[src/rtl/jt1943_inputs.sv]
// jt1943_inputs
// Conditions the player inputs for the 1943 core. It merges the PS/2 keyboard
// with the two MiSTer pads and registers the result as active-low game inputs.
// On top of the plain merge it tracks per-key held state, toggles a pause
// latch, and stretches coin pulses to at least COIN_LEN clock cycles.
//
// Parameters
//   COIN_LEN      minimum coin-low pulse length in clk cycles (1 .. 2^20-1)
// Ports
//   clk           system clock (48 MHz); all logic runs on it
//   rst_n         asynchronous active-low reset
//   ps2_key       [10] event toggle, [9] pressed, [8] extended (unused),
//                 [7:0] scan code
//   joy_0/joy_1   pads, active-high: 0 R,1 L,2 D,3 U,4 fire,5 bomb,
//                 6 start1,7 start2,8 coin,9 pause
//   sys_rst_req   OSD/button reset request; forces the game out of pause
//   start_button  {start2, start1}, active-low
//   coin_input    {coin2, coin1}, active-low, stretched
//   joystick1/2   {1, bomb, fire, up, down, left, right}, active-low
//   dip_test      service switch, active-low
//   dip_pause     1 = running, 0 = paused
module jt1943_inputs #(
  parameter int unsigned COIN_LEN = 480000
) (
  input  logic        clk,
  input  logic        rst_n,
  input  logic [10:0] ps2_key,
  input  logic [15:0] joy_0,
  input  logic [15:0] joy_1,
  input  logic        sys_rst_req,
  output logic [1:0]  start_button,
  output logic [1:0]  coin_input,
  output logic [6:0]  joystick1,
  output logic [6:0]  joystick2,
  output logic        dip_test,
  output logic        dip_pause
);

  localparam logic [19:0] COIN_LOAD = 20'(COIN_LEN);

  localparam logic [7:0] SC_UP     = 8'h75;
  localparam logic [7:0] SC_DOWN   = 8'h72;
  localparam logic [7:0] SC_LEFT   = 8'h6B;
  localparam logic [7:0] SC_RIGHT  = 8'h74;
  localparam logic [7:0] SC_START1 = 8'h05;
  localparam logic [7:0] SC_START2 = 8'h06;
  localparam logic [7:0] SC_COIN1  = 8'h04;
  localparam logic [7:0] SC_PAUSE  = 8'h0C;
  localparam logic [7:0] SC_TEST   = 8'h03;
  localparam logic [7:0] SC_CTRL   = 8'h14;
  localparam logic [7:0] SC_ALT    = 8'h11;
  localparam logic [7:0] SC_SPACE  = 8'h29;

  // Bits of the pad and key words that the game has no use for.
  logic unused_bits;
  assign unused_bits = ^{ps2_key[8], joy_0[15:10], joy_1[15:9], joy_1[7]};

  // ---------------------------------------------------------------------
  // Keyboard held-state registers
  // ---------------------------------------------------------------------
  logic ps2_last;
  logic ps2_event;
  logic key_up, key_down, key_left, key_right;
  logic key_start1, key_start2, key_coin1, key_pause, key_test;
  logic key_ctrl, key_alt, key_bomb;

  assign ps2_event = ps2_key[10] != ps2_last;

  always_ff @(posedge clk or negedge rst_n) begin
    if (!rst_n) begin
      ps2_last   <= 1'b0;
      key_up     <= 1'b0;
      key_down   <= 1'b0;
      key_left   <= 1'b0;
      key_right  <= 1'b0;
      key_start1 <= 1'b0;
      key_start2 <= 1'b0;
      key_coin1  <= 1'b0;
      key_pause  <= 1'b0;
      key_test   <= 1'b0;
      key_ctrl   <= 1'b0;
      key_alt    <= 1'b0;
      key_bomb   <= 1'b0;
    end else begin
      ps2_last <= ps2_key[10];
      if (ps2_event) begin
        case (ps2_key[7:0])
          SC_UP:     key_up     <= ps2_key[9];
          SC_DOWN:   key_down   <= ps2_key[9];
          SC_LEFT:   key_left   <= ps2_key[9];
          SC_RIGHT:  key_right  <= ps2_key[9];
          SC_START1: key_start1 <= ps2_key[9];
          SC_START2: key_start2 <= ps2_key[9];
          SC_COIN1:  key_coin1  <= ps2_key[9];
          SC_PAUSE:  key_pause  <= ps2_key[9];
          SC_TEST:   key_test   <= ps2_key[9];
          SC_CTRL:   key_ctrl   <= ps2_key[9];
          SC_ALT:    key_alt    <= ps2_key[9];
          SC_SPACE:  key_bomb   <= ps2_key[9];
          default: ;
        endcase
      end
    end
  end

  // ---------------------------------------------------------------------
  // Merge of keyboard and pads (active-high)
  // ---------------------------------------------------------------------
  logic [5:0] p1_act;   // {bomb, fire, up, down, left, right}
  logic [5:0] p2_act;
  logic [1:0] start_act;
  logic [1:0] coin_req;
  logic       pause_req;

  always_comb begin
    p1_act    = '0;
    p2_act    = '0;
    start_act = '0;
    coin_req  = '0;
    pause_req = 1'b0;

    p1_act[0] = key_right | joy_0[0];
    p1_act[1] = key_left  | joy_0[1];
    p1_act[2] = key_down  | joy_0[2];
    p1_act[3] = key_up    | joy_0[3];
    // Two fire keys are tracked separately so releasing one while the other
    // is still held does not drop fire.
    p1_act[4] = key_ctrl | key_alt | joy_0[4];
    p1_act[5] = key_bomb | joy_0[5];

    p2_act = joy_1[5:0];

    start_act[0] = key_start1 | joy_0[6];
    start_act[1] = key_start2 | joy_0[7] | joy_1[6];

    coin_req[0] = key_coin1 | joy_0[8];
    coin_req[1] = joy_1[8];

    pause_req = key_pause | joy_0[9];
  end

  // ---------------------------------------------------------------------
  // Coin stretchers
  // ---------------------------------------------------------------------
  logic [1:0]       coin_last;
  logic [1:0][19:0] coin_cnt;
  logic [1:0][19:0] coin_cnt_nxt;

  always_comb begin
    coin_cnt_nxt = coin_cnt;
    for (int unsigned i = 0; i < 2; i++) begin
      if (coin_req[i] && !coin_last[i]) begin
        // A new edge restarts the full length; it never extends by summing.
        coin_cnt_nxt[i] = COIN_LOAD;
      end else if (coin_cnt[i] != '0) begin
        coin_cnt_nxt[i] = coin_cnt[i] - 20'd1;
      end
    end
  end

  // The output looks at the post-update count so that a single-cycle request
  // yields exactly COIN_LEN low cycles, the first one being the request itself.
  always_ff @(posedge clk or negedge rst_n) begin
    if (!rst_n) begin
      coin_last  <= '0;
      coin_cnt   <= '0;
      coin_input <= '1;
    end else begin
      coin_last <= coin_req;
      coin_cnt  <= coin_cnt_nxt;
      for (int unsigned i = 0; i < 2; i++) begin
        coin_input[i] <= ~(coin_req[i] | (coin_cnt_nxt[i] != '0));
      end
    end
  end

  // ---------------------------------------------------------------------
  // Pause toggle
  // ---------------------------------------------------------------------
  logic pause_last;

  always_ff @(posedge clk or negedge rst_n) begin
    if (!rst_n) begin
      pause_last <= 1'b0;
      dip_pause  <= 1'b1;
    end else begin
      pause_last <= pause_req;
      if (sys_rst_req) begin
        dip_pause <= 1'b1;
      end else if (pause_req && !pause_last) begin
        dip_pause <= ~dip_pause;
      end
    end
  end

  // ---------------------------------------------------------------------
  // Registered active-low outputs
  // ---------------------------------------------------------------------
  always_ff @(posedge clk or negedge rst_n) begin
    if (!rst_n) begin
      start_button <= '1;
      joystick1    <= '1;
      joystick2    <= '1;
      dip_test     <= 1'b1;
    end else begin
      start_button <= ~start_act;
      joystick1    <= {1'b1, ~p1_act};
      joystick2    <= {1'b1, ~p2_act};
      dip_test     <= ~key_test;
    end
  end

endmodule

[config.mk]
export PLATFORM = sky130hd
export DESIGN_NAME = jt1943_inputs
export DESIGN_NICKNAME = d
export VERILOG_FILES = /design/src/rtl/jt1943_inputs.sv
export SDC_FILE = /design/constraint.sdc
export NUM_CORES = 1
export LEC_CHECK = 0
export BUFFER_PORTS_ARGS = -buffer_cell sky130_fd_sc_hd__buf_4
export CAP_MARGIN = 5
export CORE_MARGIN = 3
export CORE_UTILIZATION = 35
export CTS_BUF_LIST = sky130_fd_sc_hd__clkbuf_8
export DETAILED_ROUTE_END_ITERATION = 7
export MAX_ROUTING_LAYER = met4
export PLACE_DENSITY = 0.55
export SLEW_MARGIN = 40
export SYNTH_ARGS = -nofsm -noshare
export SYNTH_HDL_FRONTEND = slang
export SYNTH_SLANG_ARGS = --single-unit
[constraint.sdc]
create_clock -name clk -period 2.8 [get_ports clk]
set_clock_uncertainty 0.1 [all_clocks]
set_input_delay 0.7 -clock clk [delete_from_list [all_inputs] [get_ports clk]]
set_output_delay 0.7 -clock clk [all_outputs]
set_load 0.05 [all_outputs]
# Word level (Yosys, flattened, before mapping)
# Index checks and enable logic that the tools add are counted.
# op_classes
n_addsub	2
mul	0
div	0
magnitude_cmp	0
eq_ne	13
shift	0
mux	6
n_bitwise	21
n_reduce_logical	23
# op_table
cell	count
2-to-1 mux 20 bit	4
nonzero test 20 bit	4
subtractor 20 x 1 -> 20 bit (second input constant)	2
== test 8 x 7 -> 1 bit (second input constant)	4
== test 8 x 3 -> 1 bit (second input constant)	3
AND reduction 2 bit	12
== test 8 x 5 -> 1 bit (second input constant)	2
bitwise OR 1 bit	14
NOT 6 bit	2
== test 8 x 2 -> 1 bit (second input constant)	1
== test 8 x 4 -> 1 bit (second input constant)	1
== test 8 x 6 -> 1 bit (second input constant)	1
NOT 1 bit	4
logical AND 1 bit	3
logical NOT 1 bit	3
2-to-1 mux 1 bit	2
NOT 2 bit	1
nonzero test 2 bit	1
inequality test 1 bit	1
# totals
reg_bits	74
latchBits	0
mem_bits_rw	0
rom_bits	0
in_bits	46
output_inout_bits	20
elab_cells	88
memories	0

# Logic depth before layout (Yosys ltp)
# Gate-level depths: netlist of run 1.
# logic_depth
depth_word	6
mapped_depth	10
mapped_depth_nobuf	9

# Worst setup path before layout of run 1
# No wires, ideal clock.
# synth_path
kind	register -> register
startpoint	register coin_cnt[4] (netlist name)
endpoint	register coin_input[0]
setup_ns	0.075
arrival_time_ns	2.785
required_time_ns	2.625
slack_ns	-0.160
path_stages_with_launch	8
path_buffers	1
period_less_slack_ns	2.960
path_cell_list	dfrtp_1 buf_6 or4_4 nor3_4 mux2_2 or4_1 or4_1 nor3_2
# synth_between
elab_chain_len	6
elab_cells_between_ends	7
classes_between	add/sub (1); mux (2); bitwise (2); reduce/logical (2)
# synth_rtl
item	line_no	source
start: declaration	146	logic [1:0][19:0] coin_cnt;
start signal: assignment	170	coin_cnt <= coin_cnt_nxt;
subtractor 20 x 1 -> 20 bit / nonzero test 20 bit (equally long branches)	156, 155	
2-to-1 mux 20 bit *	155	end else if (coin_cnt[i] != '0) begin
2-to-1 mux 20 bit *	152	if (coin_req[i] && !coin_last[i]) begin
nonzero test 20 bit *	172	coin_input[i] <= ~(coin_req[i] | (coin_cnt_nxt[i] != '0));
bitwise OR 1 bit *	172	
NOT 1 bit *	172	
end signal: indexed assignment	172	
end: declaration	32	output logic [1:0] coin_input,
# Every way passes the cells marked *; elsewhere a longest branch is shown, timed or not.
# A chain may end at the register's enable or synchronous reset.

# Worst setup path after layout of run 1
# layout_path
startpoint	register coin_cnt[11] (netlist name)
endpoint	register coin_input[0]
# Same word-level chain as after synthesis.

==> results of run 1 <==
## sequential cells by signal (all words and copies together), names as in the netlist, 2 cells and up
signal and flops:
coin_cnt 40, joystick1 6, joystick2 6, coin_input 2
coin_last 2, start_button 2
## worst paths after layout
path	endpoint	slack (ps)	cells past startpoint
hold reg to reg	joystick1[0]$_DFF_PN1_	280	1
setup / recovery	coin_input[0]$_DFF_PN1_	-40	8
max in group asynchronous	dip_pause$_DFFE_PN1P_	1700	2
min in group clk	joystick1[0]$_DFF_PN1_	280	1
setup reg to reg	coin_input[0]$_DFF_PN1_	-40	8
hold / removal	coin_cnt[6]$_DFF_PN0_	270	1
## critical path, cell delays in order, from the launching register on
cell and delay [ps]:
dfrtp_1 420, buf_6 130, or4_4 570, nor2_4 120, nand3_2 90, mux2i_1 130, or4_4 510, or4_4 550
nor3_2 150
## metrics by stage
step           TNS [ps]  hold WS (ps)  util [%]
4_1_cts               0           278      46.4
3_5_place_dp       -123           269      44.0
3_3_place_gp       -101           261      44.0
2_1_floorplan     -13.1           245         -
5_1_grt            -125           292      47.1
6_report          -35.1           270      47.1
## logic make-up (layout without fill, tap and decap cells)
kind of cell               after synthesis  count (layout)
and+or+nand+nor                        193             193
DFF                                     74              74
AOI/OAI and AO/OA                       43              43
buffers and inverters                   30             125
xor gates and xnor gates                25              25
muxes                                   15              15
adders and majority gates                4               4
other                                    1               2
## layout make-up
cell class	count	area [um2]
clock buffer	10	138
clock inverter	6	76.3
fill	1022	5480
inverter	13	48.8
multi-input combinational	282	1830
sequential	74	1870
tap	136	170
timing repair buffer	96	744
## cell usage in the layout (no fill, tap or decap), drive strengths merged, types with 2 or more instances in the layout
cell type	n
dfrtp	56
bufinv	2
nor4	14
nand2b	6
o31ai	3
nor4b	5
a21oi	17
ha	4
buf	96
nand2	41
dfstp	18
nor2	41
mux2i	3
or4	10
and3	3
o21bai	2
xor2	8
nand3b	4
nor2b	8
nand4	9
or3	6
or2	4
conb	2
xnor2	17
nand4b	2
o21ai	9
nor3	27
mux2	12
a211oi	4
inv	16
clkbuf	10
nand3	9
## routing by layer
metal  GRT usage [%]  share of wire (%)  vias to the layer above
met5               -                  0                        -
met2            24.5                 46                       47
met4            5.34                1.3                        0
met3            4.17                4.2                        8
met1            21.3                 48                     1460
li1                -                  -                     1536
## power breakdown
group	internal [mW]	total (mW)	switching, mW
logic	0.560	1.16	0.604
clock network	0.516	0.899	0.383
registers	1.21	1.36	0.142
## repair_timing
item                                    4_1_cts  5_1_grt
gates resized for setup                       7       16
setup buffers                                 0        2
endpoints found under the setup margin        1        1
pin swaps                                     4        5
==> results_dict.tcl, run 1 <==
set metrics [dict create \
    holdCritPathClass "in -> async" \
    start_kind "flip-flop" \
    via_per_inst 4.94 \
    final_hold_viol_count 0 \
    powerDensity_nw_per_um2 700 \
    syn_avg_cell_area_um2 9.71 \
    synth_common_cells "dfrtp_1, nand2_1, nor2_1, nor3_1, dfstp_2" \
    yosysTopAreaCell "dfrtp_1" \
    synth_top_area_share_pct 37.5 \
    synth_edf_count 0 \
    h-tree-depth 3 \
    ioPinCount 66 \
    relSlewSlack_pct 60.3 \
    hpwl_um 6190 \
    synthCells 385 \
    cts-root-buf "clkbuf_8" \
    fin_crit_sh_pct 101 \
    tightest_slew_ps 596 \
    nets 526 \
    drive_gt1_share_pct 34.3 \
    violations "setup timing" \
    synth_fa_ha_area_share_pct 1.34 \
    place_area_um2 4560 \
    cts_buffer_depth 2 \
    timing.fmax_ghz 0.353 \
    synthMuxAreaShare_pct 4.42 \
    final_cell_area_um2 4890 \
    io_buffers 48 \
    yosysWarnings 0 \
    min_period_ps 2840 \
    cts.clk_slew.worst_paths_ps 70 \
    die_w_um 109 \
    core_region_area_um2 10400 \
    crit_arrival_ps 3000 \
    outcome "finished with violations" \
    antenna_found_initial 0 \
    drt_pass1_iterations 4 \
    netlist_area_um2 3740 \
    setup_viol 1 \
    final_max_slew_viol_count 0 \
    rsz0062_at_grt "yes" \
    std_cell_rows 37 \
    cts_hold_buffers 0 \
    synthArstFlopShare_pct 100 \
    initial_core_util_pct 36.1 \
    diodes 0 \
    cp.required_ps 2970 \
    num_vias 3051 \
    grt_pass1_vias 3105 \
    ant_nets 0 \
    fp.dieH_um 109 \
    synth_top_family_by_area "simple AND/OR/NAND/NOR gates" \
    synth_compound_area_share_pct 7.06 \
    crit_path_end_kind "flip-flop" \
    grt_overflow_total 0 \
    place.gp.congestion 0.873 \
    synth_flop_cell "dfrtp_1" \
    crit_path_start "coin_cnt[11]$_DFF_PN0_" \
    path_class "reg -> reg" \
    cts_tree "done" \
    synth-seq-area-share_pct 50.1 \
    dr.first_iter.drc_count 168 \
    p_total_mw 3.42 \
    clock_latency_ps 340 \
    dieArea_um2 12000 \
    pre_cts_ws_ps -123 \
    drv_cap 0 \
    synth_xor_area_share_pct 5.85 \
    fin_ws_ps -35.1 \
    netlist-cell-type-count 52 \
    dp_cells 599 \
    synth_area_leaders "dfrtp_1, dfstp_2, nand2_1" \
    max-vdd-ir-drop_mv 0.391 \
    worstPathMaxFanout 4 \
    grt_pass1_wl_um 14800 \
    area_growth_pct 30.6 \
    drc 0 \
    yosys.area_share.simple_pct 27.7 \
    synth-seq-cells 74 \
    cts_buffers 9 \
    r2r_start "coin_cnt[11]$_DFF_PN0_" \
    clock-sinks 74 \
    grtUsageTotal_pct 16.2 \
    grt_max_degree 46 \
    yosysMostFrequentCell "dfrtp_1" \
    layoutNonFillerInstCount 617 \
    leakage_nw 2.08 \
    wl_per_cell_um 13.8 \
    totalWireLength_um 8500 \
]
(Power assumes the default switching activity.)
==> run 2, diff against run 1 <==
- ABC_AREA: not set -> 1
- CORE_ASPECT_RATIO: not set -> 1.1
==> results_dict.tcl, run 2 <==
set metrics [dict create \
    core_region_area_um2 11200 \
    synth_edf_count 0 \
    dr.first_iter.drc_count 254 \
    io_buffers 48 \
    cp_cell_sequence "inv_1 -> ha_1 -> nand4_1 -> nor2_1 -> nand2_1 -> nand3_1 -> nand2_1 -> nor2_1 -> nand3_1 -> nor2_1" \
    regMostFlops "coin_cnt" \
    final_cell_mix "nand2_1, nor2_1, inv_1" \
    fin_setup_tns_ps 0 \
    cts-root-buf "clkbuf_8" \
    hold_ws_ps 156 \
    r2r_start "coin_cnt[0]$_DFF_PN0_" \
    path_class "reg -> reg" \
    slowest_stage "dfrtp_1" \
    h-tree-depth 3 \
    crit_path_end_kind "flip-flop" \
    reg_top3 "coin_cnt (40), joystick1 (6), joystick2 (6)" \
    use_met1_pct 22.1 \
    totalWireLength_um 9610 \
    num_vias 3505 \
    synth_flop_cell "dfrtp_1" \
    max-vdd-ir-drop_mv 0.269 \
    yosysWarnings 0 \
    netlist-cell-type-count 34 \
    fp.dieH_um 120 \
    std_cell_rows 40 \
    grt_pass1_vias 3533 \
    cts_resized 0 \
    grt_overflow_total 0 \
    setup_viol 0 \
    yosysMostFrequentCell "nand2_1" \
    final_max_slew_viol_count 0 \
    leakage_nw 2.50 \
    initial_core_util_pct 36.7 \
    cp.required_ps 2970 \
    diodes 0 \
    area_growth_pct 19.3 \
    holdCritPathClass "in -> async" \
    grt_max_degree 31 \
    rsz0062_at_grt "no" \
    regToRegSetupSlack_ps 600 \
    p_total_mw 3.40 \
    worstPathMaxFanout 6 \
    final_common_cell "nand2_1" \
    drc 0 \
    via_per_inst 4.59 \
    fin_crit_sh_pct 78.7 \
    final_hold_viol_count 0 \
    synth_common_cells "nand2_1, nor2_1, inv_1, dfrtp_1, nand3_1" \
    powerDensity_nw_per_um2 694 \
    crit_path_start "coin_cnt[0]$_DFF_PN0_" \
    synth_area_leaders "dfrtp_1, nand2_1, dfstp_2" \
    syn_avg_cell_area_um2 7.44 \
    dieArea_um2 13100 \
    hpwl_um 7270 \
    min_period_ps 2200 \
    largest_reg_flops 40 \
    postCtsSetupBuffers 0 \
    relSlewSlack_pct 60.0 \
    timing.fmax_ghz 0.454 \
    synth-seq-cells 74 \
    yosysTopAreaCell "dfrtp_1" \
    cts_buffer_depth 2 \
    outcome "complete, no violations" \
    cts_hold_buffers 0 \
    top_usage_layer "met2" \
    use_met2_pct 26.0 \
    synthCells 552 \
    ioPinCount 66 \
    drt_pass1_iterations 4 \
    die_w_um 109 \
    utilization_pct 43.7 \
    cts_buffers 9 \
    drv_cap 0 \
    synth-seq-area-share_pct 45.6 \
    grtUsageTotal_pct 16.9 \
    tightest_slew_ps 594 \
    crit_arrival_ps 2380 \
    ant_nets 0 \
    synthArstFlopShare_pct 100 \
    wl_per_cell_um 12.6 \
    cts_tree "done" \
    synth_top_area_share_pct 34.1 \
    grt_pass1_wl_um 16800 \
    cts.clk_slew.worst_paths_ps 90 \
    critPathMaxStageDelay_ps 400 \
    clock-sinks 74 \
    start_kind "flip-flop" \
    place.gp.congestion 0.902 \
    netlist_area_um2 4110 \
    drive_gt1_share_pct 19.0 \
    crit_path_frequent_cell "nor2_1" \
    clock_latency_ps 350 \
    nets 662 \
    antenna_found_initial 0 \
    grt_util_met3_pct 3.66 \
]
## run 2: power by group
group / internal, mW / switching (mW) / total, mW
Combinational: 0.347 / 0.674 / 1.02
Clock: 0.600 / 0.442 / 1.04
Sequential: 1.21 / 0.123 / 1.34
Total: 2.16 / 1.24 / 3.40
## run 2: through the flow
| stage | instances | instance area, um2 | worst slack [ps] |
|---|---|---|---|
| finish | 764 | 4900 | 596 |
| global route | 764 | 4900 | 310 |
| CTS | 764 | 4900 | 591 |
| detailed placement | 748 | 4650 | 618 |
| global placement | 748 | 4650 | 593 |
| floorplan | 553 | 4110 | 895 |
## run 2: cell families (layout without fill, tap and decap cells)
family	Yosys count	count (layout)	share of synthesized area [%]
other cells	1	2	0.0913
flops	74	74	45.6
buf+inv	91	155	9.13
fa+ha+maj	4	4	1.22
simple gates	340	340	37.6
compound gates	30	30	3.75
xor+xnor	12	12	2.56
## run 2: worst paths after layout
| path | end | cells after the start |
|---|---|---|
| max in group asynchronous | coin_input[0]$_DFF_PN1_ | 2 |
| worst max-delay path | coin_input[0]$_DFF_PN1_ | 10 |
| worst max register to register | coin_input[0]$_DFF_PN1_ | 10 |
| worst min-delay path | coin_cnt[19]$_DFF_PN0_ | 1 |
| min in group clk | joystick1[0]$_DFF_PN1_ | 1 |
| worst min register to register | joystick1[0]$_DFF_PN1_ | 1 |
## run 2: layout make-up
cell class | instances | area, um2
multi-input combinational | 388 | 1860
fill | 1172 | 6310
timing repair buffer | 56 | 420
clock buffer | 9 | 124
tap | 147 | 184
sequential | 74 | 1870
clock inverter | 7 | 125
inverter | 83 | 312
## run 2: worst max-delay path, delay by kind of cell, from the launching register on
kind                     cells  cell delay, ps
adder cells (fa/ha/maj)      1             210
buffers and inverters        1             170
flip-flops                   1             400
AND/OR/NAND/NOR              8            1230
## run 2: per-layer routing
| layer | part of all wire (%) | wire length [um] |
|---|---|---|
| met5 | 0 | 0 |
| met4 | 1.2 | 119 |
| met3 | 3.4 | 329 |
| met2 | 48 | 4630 |
| met1 | 47 | 4540 |
==> run 3, diff against run 2 <==
- ABC_AREA: 1 -> 0
- clock period: 2.8 -> 2 ns (I/O delays scaled with it)
==> results_dict.tcl, run 3 (synthesis gave the netlist of run 1 again) <==
set metrics [dict create \
    max-vdd-ir-drop_mv 0.594 \
    ff2ff_path_depth 9 \
    fp.dieH_um 114 \
    grt_overflow_total 0 \
    cts_tree "done" \
    io_buffers 48 \
    die_w_um 105 \
    grtUsageTotal_pct 18.0 \
    switching_power_mw 2.02 \
    initial_core_util_pct 36.9 \
    timing.fmax_ghz 0.359 \
    dieArea_um2 12000 \
    violations "setup timing" \
    h-tree-depth 3 \
    clock_latency_ps 350 \
    core_region_area_um2 10100 \
    final_cell_mix "buf_4, dfrtp_1, nand2_1" \
    holdCritPathClass "in -> reg" \
    r2r_start "coin_cnt[7]$_DFF_PN0_" \
    setup_viol 17 \
    std_cell_rows 38 \
    cp.required_ps 2180 \
    drv_cap 0 \
    grt_max_degree 49 \
    largest_reg_flops 40 \
    switching_share_pct 35.3 \
    pre_cts_ws_ps -800 \
    wl_per_cell_um 14.8 \
    combPwrFrac_pct 47.0 \
    fin_ws_ps -784 \
    regMostFlops "coin_cnt" \
    grt_pass1_vias 3683 \
    rr_endpoint "coin_input[0]$_DFF_PN1_" \
    final_common_cell "buf_4" \
    cts-root-buf "clkbuf_8" \
    via_per_inst 5.06 \
    cts_buffers 9 \
    regToRegSetupSlack_ps -780 \
    hpwl_um 6840 \
    whs_endpoint "joystick2[4]$_DFF_PN1_" \
    ant_nets 0 \
    cts.clk_slew.worst_paths_ps 80 \
    totalWireLength_um 10400 \
    place.gp.congestion 0.931 \
    diodes 0 \
    grt_pass1_wl_um 16900 \
    drive_gt1_share_pct 53.5 \
    powerDensity_nw_per_um2 955 \
    clock-sinks 74 \
    path_class "reg -> reg" \
    internal_power_mw 3.70 \
    worstPathMaxFanout 2 \
    final_max_slew_viol_count 0 \
    num_vias 3565 \
    start_kind "flip-flop" \
    crit_arrival_ps 2970 \
    dr.first_iter.drc_count 121 \
    pwr-share-clk_pct 20.8 \
    drc 0 \
    hp-start "joy_1[4]" \
    drt_pass1_iterations 5 \
    rsz0062_at_grt "yes" \
    crit_path_end_kind "flip-flop" \
    seqPwrFrac_pct 32.2 \
    final_hold_viol_count 0 \
    cts_buffer_depth 2 \
    area_growth_pct 60.2 \
    min_period_ps 2780 \
    fin_crit_sh_pct 139 \
    fin_setup_tns_ps -3130 \
    ioPinCount 66 \
    leakage_nw 2.61 \
    outcome "finished with violations" \
    antenna_found_initial 0 \
    nets 609 \
    reg_top3 "coin_cnt (40), joystick1 (6), joystick2 (6)" \
    whs_path_depth 2 \
]
==> run 3: how the worst max path moves through the flow <==
| stage | cells past startpoint | start | to |
|---|---|---|---|
| after floorplan | 7 | coin_cnt[5]$_DFF_PN0_ | coin_input[0]$_DFF_PN1_ |
| after global placement | 7 | coin_cnt[9]$_DFF_PN0_ | coin_input[0]$_DFF_PN1_ |
| after detailed placement | 7 | coin_cnt[9]$_DFF_PN0_ | coin_input[0]$_DFF_PN1_ |
| after CTS | 8 | coin_cnt[6]$_DFF_PN0_ | coin_input[0]$_DFF_PN1_ |
| after global routing | 9 | coin_cnt[7]$_DFF_PN0_ | coin_input[0]$_DFF_PN1_ |
| final | 9 | coin_cnt[7]$_DFF_PN0_ | coin_input[0]$_DFF_PN1_ |
==> run 3: cell type report <==
| class | instances | area (um2) |
|---|---|---|
| tap | 140 | 175 |
| clock inverter | 6 | 66.3 |
| multi-input combinational | 282 | 2230 |
| sequential | 74 | 1870 |
| fill | 870 | 4140 |
| clock buffer | 10 | 138 |
| timing repair buffer | 179 | 1450 |
| inverter | 13 | 48.8 |
==> run 3: power by group through the flow <==
stage,registers [mW],clock network [mW],logic (mW)
global placement,1.85,0,2.05
finish,1.84,1.19,2.69
detailed placement,1.85,0,2.06
CTS,1.83,1.24,2.40
floorplan,1.97,0,0.950
global route,1.87,1.32,2.88
==> run 3: what timing repair did <==
item,in CTS,in global routing
hold endpoints to repair,24,0
endpoints found under the setup margin,22,31
cloned,0,0
gates resized for setup,54,55
setup buffers,17,6
hold buffers,1,0
pin swaps,27,21
==> run 3: critical path: stages (launching register included) <==
cell,delay [ps]
dfrtp_1,380
buf_4,160
nor4_4,310
buf_4,180
nand3_2,110
o21ai_1,220
nand3_2,110
or4_1,530
or4_4,520
nor3_2,110
==> run 3: metrics by stage <==
step                      hold slack (ps)  total power, mW  instance area (um2)  cells  utilization, %
final                                 151             5.72                 5990    704            59.2
after global routing                  115             6.07                 5990    704            59.2
after CTS                             126             5.47                 5720    701            56.5
after detailed placement              268             3.92                 5160    671            51.0
after global placement                262             3.90                 5160    671            51.0
after floorplan                       104             2.92                 3850    386               -
==> run 3: metal layers <==
metal / vias up / global-route usage, % / wire (um)
met5: - / - / 0
met4: 0 / 6.74 / 205
met3: 17 / 3.95 / 413
met2: 91 / 28.7 / 5180
met1: 1750 / 22.5 / 4600
li1: 1707 / - / -
